<file path="src/rtl/bitplane_serializer_pkg.sv">
// Shared types and helpers for the bit-plane serializer.
// Optional feature macro: PARITY_EN (appends an even-parity bit to every frame).
package bitplane_pkg;

    typedef enum logic [1:0] {
        IDLE,
        READ,
        SEND,
        DONE
    } state_t;

`ifdef PARITY_EN
    localparam int PARITY_BITS = 1;
`else
    localparam int PARITY_BITS = 0;
`endif

    function automatic int clog2(input int value);
        int result;
        int v;
        result = 0;
        v = value - 1;
        while (v > 0) begin
            result = result + 1;
            v = v >> 1;
        end
        return result;
    endfunction

    // Plane-index field, one bit per word, then the optional parity bit.
    function automatic int frame_len(input int plane_w, input int words);
        return plane_w + words + PARITY_BITS;
    endfunction

endpackage

</file>
<file path="src/rtl/bitplane_serializer_if.sv">
// Handshake and register-bank bus of the bit-plane serializer.
interface bitplane_serializer_if #(
    parameter int DATA_W = 8,
    parameter int ADDR_W = 5
) ();

    logic              start;
    logic              busy;
    logic              done;
    logic              rb_rw;
    logic [ADDR_W-1:0] rb_a;
    logic [DATA_W-1:0] rb_d;
    logic [DATA_W-1:0] rb_q;
    logic              sen;
    logic              sd;

    modport master (
        input  start,
        input  rb_q,
        output busy,
        output done,
        output rb_rw,
        output rb_a,
        output rb_d,
        output sen,
        output sd
    );

    modport slave (
        output start,
        output rb_q,
        input  busy,
        input  done,
        input  rb_rw,
        input  rb_a,
        input  rb_d,
        input  sen,
        input  sd
    );

endinterface

</file>
<file path="src/rtl/bitplane_serializer_frame_tx.sv">
// Frame shifter: loads plane index and captured bits, shifts them out MSB first on sen/sd.
// Optional feature macro: PARITY_EN (appends even parity over index and data bits).
module bitplane_frame_tx
    import bitplane_pkg::*;
#(
    parameter int WORDS   = 18,
    parameter int PLANE_W = 3,
    parameter int CNT_W   = 5
) (
    input  logic               clk,
    input  logic               rst_n,
    input  logic               load,
    input  logic [PLANE_W-1:0] plane_in,
    input  logic [WORDS-1:0]   data_in,
    output logic               sen,
    output logic               sd,
    output logic               tx_last
);

    localparam int FRAME_LEN = frame_len(PLANE_W, WORDS);

    logic [FRAME_LEN-1:0] frame;
    logic [FRAME_LEN-1:0] shift_q, shift_d;
    logic                 active_q, active_d;
    logic [CNT_W-1:0]     cnt_q, cnt_d;

    always_comb begin
`ifdef PARITY_EN
        frame = {plane_in, data_in, ^{plane_in, data_in}};
`else
        frame = {plane_in, data_in};
`endif
        tx_last  = active_q && (cnt_q == CNT_W'(FRAME_LEN - 1));
        shift_d  = shift_q;
        active_d = active_q;
        cnt_d    = cnt_q;
        if (load) begin
            shift_d  = frame;
            active_d = 1'b1;
            cnt_d    = '0;
        end else if (active_q) begin
            shift_d = shift_q << 1;
            cnt_d   = cnt_q + CNT_W'(1);
            if (tx_last) begin
                shift_d  = '0;
                active_d = 1'b0;
                cnt_d    = '0;
            end
        end
        sen = ~active_q;
        sd  = active_q & shift_q[FRAME_LEN-1];
    end

    always_ff @(posedge clk or negedge rst_n) begin
        if (!rst_n) begin
            shift_q  <= '0;
            active_q <= 1'b0;
            cnt_q    <= '0;
        end else begin
            shift_q  <= shift_d;
            active_q <= active_d;
            cnt_q    <= cnt_d;
        end
    end

endmodule

</file>
<file path="src/rtl/bitplane_serializer.sv">
// Reads WORDS register-bank words, transposes them into DATA_W bit-planes and sends one serial frame per plane.
// Optional feature macro: PARITY_EN (handled inside bitplane_frame_tx).
module bitplane_serializer
    import bitplane_pkg::*;
#(
    parameter int WORDS  = 18,
    parameter int DATA_W = 8,
    parameter int ADDR_W = 5
) (
    input  logic                  clk,
    input  logic                  rst_n,
    bitplane_serializer_if.master bus
);

    localparam int PLANE_W = clog2(DATA_W);
    localparam int CNT_W   = clog2(WORDS + PLANE_W + 2);

    state_t             state_q, state_d;
    logic [PLANE_W-1:0] plane_q, plane_d;
    logic [CNT_W-1:0]   cnt_q, cnt_d;
    logic [ADDR_W-1:0]  rb_a_q, rb_a_d;
    logic [WORDS-1:0]   cap_q, cap_d;
    logic               plane_bit;
    logic               tx_load;
    logic               tx_last;

    // Plane 0 is the MSB of each word.
    always_comb begin
        plane_bit = 1'b0;
        for (int j = 0; j < DATA_W; j++) begin
            if (plane_q == PLANE_W'(j)) begin
                plane_bit = bus.rb_q[DATA_W-1-j];
            end
        end
    end

    always_comb begin
        state_d = state_q;
        plane_d = plane_q;
        cnt_d   = cnt_q;
        rb_a_d  = '0;
        cap_d   = cap_q;
        tx_load = 1'b0;

        // rb_q lags rb_a by one cycle, so READ cycle k+1 captures word k.
        for (int k = 0; k < WORDS; k++) begin
            if (state_q == READ && cnt_q == CNT_W'(k + 1)) begin
                cap_d[k] = plane_bit;
            end
        end

        case (state_q)
            IDLE: begin
                if (bus.start) begin
                    state_d = READ;
                    plane_d = '0;
                    cnt_d   = '0;
                end
            end
            READ: begin
                if (cnt_q == CNT_W'(WORDS)) begin
                    state_d = SEND;
                    cnt_d   = '0;
                    tx_load = 1'b1;
                end else begin
                    cnt_d = cnt_q + CNT_W'(1);
                    if (cnt_q < CNT_W'(WORDS - 1)) begin
                        rb_a_d = rb_a_q + ADDR_W'(1);
                    end else begin
                        rb_a_d = rb_a_q;
                    end
                end
            end
            SEND: begin
                if (tx_last) begin
                    if (plane_q == PLANE_W'(DATA_W - 1)) begin
                        state_d = DONE;
                    end else begin
                        state_d = READ;
                        plane_d = plane_q + PLANE_W'(1);
                    end
                end
            end
            DONE: begin
                if (bus.start) begin
                    state_d = READ;
                    plane_d = '0;
                    cnt_d   = '0;
                end else begin
                    state_d = IDLE;
                end
            end
            default: state_d = IDLE;
        endcase
    end

    always_ff @(posedge clk or negedge rst_n) begin
        if (!rst_n) begin
            state_q <= IDLE;
            plane_q <= '0;
            cnt_q   <= '0;
            rb_a_q  <= '0;
            cap_q   <= '0;
        end else begin
            state_q <= state_d;
            plane_q <= plane_d;
            cnt_q   <= cnt_d;
            rb_a_q  <= rb_a_d;
            cap_q   <= cap_d;
        end
    end

    // The last word arrives in the loading cycle, so the shifter takes cap_d rather than cap_q.
    bitplane_frame_tx #(
        .WORDS   (WORDS),
        .PLANE_W (PLANE_W),
        .CNT_W   (CNT_W)
    ) u_frame_tx (
        .clk      (clk),
        .rst_n    (rst_n),
        .load     (tx_load),
        .plane_in (plane_q),
        .data_in  (cap_d),
        .sen      (bus.sen),
        .sd       (bus.sd),
        .tx_last  (tx_last)
    );

    always_comb begin
        bus.busy  = (state_q == READ) || (state_q == SEND);
        bus.done  = (state_q == DONE);
        bus.rb_rw = 1'b1;
        bus.rb_d  = '0;
        bus.rb_a  = rb_a_q;
    end

endmodule

</file>
<file path="src/flat_wrapper.sv">
// flat-port wrapper written by rule: the top's interface ports become plain ports
module bitplane_serializer_flat import bitplane_pkg::*;
#(
    parameter int WORDS  = 18,
    parameter int DATA_W = 8,
    parameter int ADDR_W = 5
)
  (clk, rst_n, bus_start, bus_rb_q, bus_busy, bus_done, bus_rb_rw, bus_rb_a, bus_rb_d, bus_sen, bus_sd);
  bitplane_serializer_if #(.DATA_W(DATA_W), .ADDR_W(ADDR_W)) bus_i ();
  input  logic clk;
  input  logic rst_n;
  input wire logic [$bits(bus_i.start)-1:0] bus_start;
  input wire logic [$bits(bus_i.rb_q)-1:0] bus_rb_q;
  output wire logic [$bits(bus_i.busy)-1:0] bus_busy;
  output wire logic [$bits(bus_i.done)-1:0] bus_done;
  output wire logic [$bits(bus_i.rb_rw)-1:0] bus_rb_rw;
  output wire logic [$bits(bus_i.rb_a)-1:0] bus_rb_a;
  output wire logic [$bits(bus_i.rb_d)-1:0] bus_rb_d;
  output wire logic [$bits(bus_i.sen)-1:0] bus_sen;
  output wire logic [$bits(bus_i.sd)-1:0] bus_sd;
  assign bus_i.start = bus_start;
  assign bus_i.rb_q = bus_rb_q;
  assign bus_busy = bus_i.busy;
  assign bus_done = bus_i.done;
  assign bus_rb_rw = bus_i.rb_rw;
  assign bus_rb_a = bus_i.rb_a;
  assign bus_rb_d = bus_i.rb_d;
  assign bus_sen = bus_i.sen;
  assign bus_sd = bus_i.sd;
  bitplane_serializer #(.WORDS(WORDS), .DATA_W(DATA_W), .ADDR_W(ADDR_W)) u_core (.clk(clk), .rst_n(rst_n), .bus(bus_i));
endmodule
</file>
<file path="config.mk">
export PLATFORM = sky130hd
export DESIGN_NAME = bitplane_serializer_flat
export DESIGN_NICKNAME = d
export VERILOG_FILES = /design/src/rtl/bitplane_serializer_pkg.sv /design/src/rtl/bitplane_serializer_if.sv /design/src/rtl/bitplane_serializer_frame_tx.sv /design/src/rtl/bitplane_serializer.sv /design/src/flat_wrapper.sv
export SDC_FILE = /design/constraint.sdc
export NUM_CORES = 1
export LEC_CHECK = 0
export CORE_ASPECT_RATIO = 1.5
export CORE_MARGIN = 10
export CORE_UTILIZATION = 40
export DETAILED_ROUTE_END_ITERATION = 7
export GPL_TIMING_DRIVEN = 1
export SETUP_SLACK_MARGIN = 0.4
export SLEW_MARGIN = 20
export SYNTH_ARGS = -nofsm -noshare
export SYNTH_HDL_FRONTEND = slang
export SYNTH_SLANG_ARGS = --single-unit
</file>
<file path="constraint.sdc">
create_clock -name clk -period 2.25 [get_ports clk]
set_input_delay 0.675 -clock clk [delete_from_list [all_inputs] [get_ports clk]]
set_output_delay 0.675 -clock clk [all_outputs]
set_load 0.01 [all_outputs]
</file>
Word-level counts from Yosys, hierarchy flattened
Cells that the tools add are included.
{"block": "word_totals", "in_bits": 11, "reg_bits": 60, "out_inout_bits": 18, "elab_cells": 132}
{"block": "op_classes", "magnitude_cmp": 1, "mux": 53, "n_eq_ne": 35, "bitwise_logic": 2, "n_addsub": 4, "n_reduce_logical": 29}
{"op": "$mux 21", "count": 3}
{"op": "$eq 5x4->1 const B", "count": 8}
{"op": "$mux 5", "count": 8}
{"op": "$mux 1", "count": 32}
{"op": "$eq 5x3->1 const B", "count": 4}
{"op": "$eq 5x5->1 const B", "count": 4}
{"op": "$logic_and 1x1->1", "count": 19}
{"op": "$add 5x1->5 const B", "count": 3}
{"op": "$eq 3x3->1 const B", "count": 4}
{"op": "$eq 5x2->1 const B", "count": 2}
{"op": "$pmux 5 s2", "count": 1}
{"op": "$mux 3", "count": 3}
{"op": "$mux 2", "count": 4}
{"op": "$pmux 2 s4", "count": 1}
{"op": "$eq 3x2->1 const B", "count": 2}
{"op": "$ne 2x1->1 const B", "count": 3}
{"op": "$pmux 3 s2", "count": 1}
{"op": "$reduce_bool 2->1", "count": 3}
{"op": "$eq 5x1->1 const B", "count": 1}
{"op": "$lt 5x5->1 const B", "count": 1}
{"op": "$eq 2x2->1 const B", "count": 2}
{"op": "$ne 2x2->1 const B", "count": 2}
{"op": "$reduce_and 4->1", "count": 1}
{"op": "$add 3x1->3 const B", "count": 1}
{"op": "other kinds (11)", "count": 11}

Logic depth before layout (Yosys ltp)
{"block": "logic_depth", "ltp_word": 11, "ltp_mapped": 8, "mapped_depth_nobuf": 6}

Hierarchy
A second synthesis with hierarchy kept.
{"block": "hier_totals", "cells_unflattened": 348, "area_unflattened_um2": 3362.0}
{"mod": "bitplane_serializer", "cells_per_inst": 200, "n_inst": 1, "area_each_um2": 2015.7, "seq_area_each_um2": 825.8}
{"mod": "bitplane_frame_tx", "cells_per_inst": 148, "n_inst": 1, "area_each_um2": 1346.3, "seq_area_each_um2": 675.6}

Worst setup path after synthesis
No wires, ideal clock.
{"block": "synth_path", "path_type": "reg-to-reg", "start": "reg u_core.plane_q[0]", "end": "reg u_core.cap_q[7]", "slack_ps": 170, "required_time_ps": 2108, "arrival_ps": 1938, "setup_time_ps": 142, "path_buffers": 1, "period_less_slack_ps": 2080, "path_stages_with_launch": 8, "cell_sequence": "dfrtp_1 -> ha_1 -> ha_1 -> or4b_2 -> nand4_1 -> a221o_1 -> buf_2 -> a31oi_1"}
{"block": "synth_between", "elab_chain_cells": 10, "elab_cells_between_ends": 17, "classes_between": "eq/ne: 7; mux: 9; reduce/logical: 1"}
{"item": "from (decl)", "line_no": "bitplane_serializer.sv:19", "text": "logic [PLANE_W-1:0] plane_q, plane_d;"}
{"item": "from (signal assigned)", "line_no": "bitplane_serializer.sv:106", "text": "plane_q <= plane_d;"}
{"item": "$logic_not 3->1", "line_no": "bitplane_serializer.sv:31", "text": "if (plane_q == PLANE_W'(j)) begin"}
{"item": "$mux 1 (7 in a row)", "line_no": "bitplane_serializer.sv:31"}
{"item": "$mux 1 (*)", "line_no": "bitplane_serializer.sv:31"}
{"item": "$mux 1 (*)", "line_no": "bitplane_serializer.sv:47", "text": "if (state_q == READ && cnt_q == CNT_W'(k + 1)) begin"}
{"item": "named net u_core.cap_d[7]", "line_no": "bitplane_serializer.sv:22", "text": "logic [WORDS-1:0] cap_q, cap_d;"}
{"item": "to (signal assigned)", "line_no": "bitplane_serializer.sv:109", "text": "cap_q <= cap_d;"}
{"item": "to (decl)", "line_no": "bitplane_serializer.sv:22"}
The timed path passes the listed nets; every way through them passes the cells marked *.
A chain may end at the register's enable or synchronous reset.

Worst setup path in the final report
{"block": "layout_path", "start": "reg u_core.plane_q[1]", "end": "reg u_core.cap_q[9]"}
The elaborated chain is that of the path after synthesis.

==> impl_metrics.json <==
{
  "run_status": "finished clean",
  "layout.core_utilization": 0.538,
  "cts_htree_levels": 3,
  "tritoncts_sink_count": 59,
  "pwr_density_cell_nw_per_um2": 1100,
  "worstPathMaxFanout": 11,
  "synth_top_cell_area_share": 0.437,
  "tritoncts_clock_tree": "yes",
  "class_of_the_tightest_hold_or_removal_check": "primary input to async pin",
  "via_count": 2914,
  "initial_core_util": 0.406,
  "synth.yosys.seq_area_share": 0.437,
  "synth_cell_type_count": 51,
  "fin_crit_ns": 1.97,
  "worst_setup_path_end_kind": "flop",
  "synthesis.yosys.warnings": 0,
  "port_buffers": 19,
  "postRouteWirelength_um": 8830,
  "clock-root-buffer": "sky130_fd_sc_hd__clkbuf_16",
  "grt_setup_unrepaired": "yes",
  "r2r_startpoint": "u_core.plane_q[1]",
  "dpl_cell_area_um2": 3740,
  "critPathArrivalTime_ns": 2.16,
  "drive_gt1_frac": 0.261,
  "syn-instance-count": 370,
  "timing.final.ws_setup_ns": 0.280,
  "timing.critical_path.cells": "ha_2, ha_4, or4b_4, nand4_1, a221o_2, buf_12, a41oi_1",
  "drt_pre_antenna_iters": 4,
  "fin_setup_tns_ns": 0,
  "setup.worst_path.start_class": "flop",
  "critPathSlowestCell": "sky130_fd_sc_hd__or4b_4",
  "die_y_um": 133,
  "design.final.nets": 447,
  "ys_top_cells_by_area": "sky130_fd_sc_hd__dfrtp_1 (44%), sky130_fd_sc_hd__ha_1 (7.0%), sky130_fd_sc_hd__a21oi_1 (6.1%), sky130_fd_sc_hd__and3_1 (3.7%), sky130_fd_sc_hd__nand2_1 (3.4%)",
  "clock_insertion_delay_worst_skew_ns": 0.33,
  "post_route_ant_nets": 0,
  "synth_area_per_cell_um2": 9.13,
  "setup.worst_path.start": "u_core.plane_q[1]",
  "coreArea_um2": 8310,
  "dominantRegCellSynth": "sky130_fd_sc_hd__dfrtp_1",
  "maxSlewViolCount": 0,
  "place_ws_ns": -0.0292,
  "finalHoldViolations": 0,
  "overflow": 0,
  "synth_top_cell_by_area": "sky130_fd_sc_hd__dfrtp_1",
  "place_congestion": 0.812,
  "timing.final.crit_share": 0.875,
  "async_set_or_reset_register_ratio_after_synthesis": 1.00,
  "clock_transition_at_path_regs_ns": 0.05,
  "clock_path_buffers": 2,
  "critPathRequiredTime_ns": 2.44,
  "fillCellCount": 759,
  "average_routed_wire_per_standard_cell_um": 16.7,
  "clock-skew-final_ns": 0.00546,
  "synth.most_common_cell": "sky130_fd_sc_hd__dfrtp_1",
  "post-route-cell-area_um2": 4470,
  "grt_max_degree": 29,
  "layout.area.seq_um2": 1480,
  "grt_first_pass_wirelength_um": 13800,
  "cpPeakStageDelay_ns": 0.47,
  "top_cell_types_by_occurrence_after_synthesis": "sky130_fd_sc_hd__dfrtp_1 (59), sky130_fd_sc_hd__a21oi_1 (41), sky130_fd_sc_hd__nand2_1 (31)",
  "vias_in_the_first_global_route": 2810,
  "remaining_drc_errors": 0,
  "totalPowerFinal_w": 0.00490,
  "ys_seq_elements": 59,
  "leakage_nw": 1.96,
  "combined_area_of_the_multi_input_logic_cells_um2": 1880,
  "maxCapViolCount": 0,
  "chipWidth_um": 95.0,
  "placement_rows": 41,
  "cts-hold-fix-buffers": 0,
  "grt_antenna_before_repair": 0,
  "antenna_diode_count": 0,
  "maxClockFrequency_mhz": 508,
  "detailed_place_hpwl_um": 5640,
  "number_of_primary_i_o_pins": 29,
  "drt_iter0_drc": 130,
  "final-setup-viol-count": 0,
  "vias_per_cell": 5.52,
  "die-area_um2": 12600,
  "synth.cell_area_um2": 3380,
  "cts-buffers-inserted": 9,
  "ir_drop_mv": 0.789,
  "globalRouteTotalUtil": 0.134,
  "number_of_flops_mapped_to_enable_cells_by_yosys": 0,
  "critPathKind": "flop to flop",
  "areaGrowthSynthToFinish_pct": 32.4
}
==> worst paths after layout <==
check / cells past startpoint / slack, ns / endpoint
max in group asynchronous: 2 / 1.39 / u_core.u_frame_tx.cnt_q[4]
min: 1 / 0.30 / u_core.cap_q[8]
min in group clk: 2 / 0.50 / u_core.u_frame_tx.shift_q[1]
min reg2reg: 2 / 0.50 / u_core.u_frame_tx.shift_q[1]
max reg2reg: 7 / 0.28 / u_core.cap_q[9]
max: 7 / 0.28 / u_core.cap_q[9]
==> layer usage <==
layer  GRT usage  part of all wire  vias up
li1            -                 -     1409
met1       0.155              0.40     1440
met2       0.227              0.54       49
met3      0.0243             0.033       16
met4      0.0710             0.027        0
met5           0                 0        -
==> metrics by stage <==
stage	hold WS, ns	std cells
after floorplan	0.379	377
after global placement	0.473	489
after detailed placement	0.476	489
after CTS	0.320	509
after global routing	0.343	528
final	0.304	528
==> flip-flops by register name, summed over array words and instances (netlist names) <==
name and flops:
u_core.bus.rb_a 5, u_core.cap_q 17, u_core.cnt_q 5, u_core.plane_q 3, u_core.state_q 2, u_core.u_frame_tx.active_q 1
u_core.u_frame_tx.cnt_q 5, u_core.u_frame_tx.shift_q 21
==> placed cells by master (no fill, tap or decap), drive strengths merged, types with 2 or more instances in the layout <==
master,Yosys,layout
and2,2,2
nand2,31,31
inv,18,18
ha,19,19
a2111oi,2,2
nor2,29,29
dlygate4sd2,0,7
a211oi,9,9
o21ai,20,20
a21oi,41,41
clkdlybuf4s50,0,9
o21bai,2,2
nor3,7,7
mux2,2,2
conb,2,9
and4bb,2,2
o211ai,2,2
nand2b,7,7
a21o,2,2
nand3,3,3
nor2b,6,6
clkinv,1,3
a2bb2oi,4,4
a22oi,3,3
buf,17,38
dfrtp,59,59
clkbuf,12,17
o22ai,2,2
or3b,2,2
nand4,3,3
and3,20,20
a41oi,5,5
o31ai,6,6
mux2i,3,3
or4,2,2
or2,2,2
a31oi,15,15
==> timing repair <==
item	4_1_cts	5_1_grt
setup endpoints to repair	58	52
gates resized for setup	29	54
buffers inserted	4	12
pin swaps	1	14
cloned	1	7
==> logic make-up after synthesis <==
kind of cell | synth area share
adders and majority gates | 0.0704
AOI/OAI and AO/OA | 0.217
buffers and inverters | 0.0696
DFF | 0.437
and+or+nand+nor | 0.186
muxes | 0.0167
other | 0.00222
==> worst max-delay path: cells and delay by family, from the launching register on <==
kind / cells / cell delay, ns
buf+inv: 1 / 0.15
simple gates: 2 / 0.56
compound gates: 2 / 0.30
fa+ha+maj: 2 / 0.39
flops: 1 / 0.43
==> power breakdown <==
part           internal (W)  switching [W]  leakage, nW
sequential          0.00132       0.000201        0.731
combinational       0.00103        0.00107         1.09
clock              0.000824       0.000462        0.141
==> cell type report <==
type | instances | area share
clock buffers | 13 | 0.0604
clock inverters | 2 | 0.00224
inverters | 19 | 0.0165
multi-input cells | 270 | 0.421
flip-flops and latches | 59 | 0.331
well taps | 107 | 0.0299
repair buffers | 58 | 0.139
No activity file was read; power rests on OpenSTA's default activity.
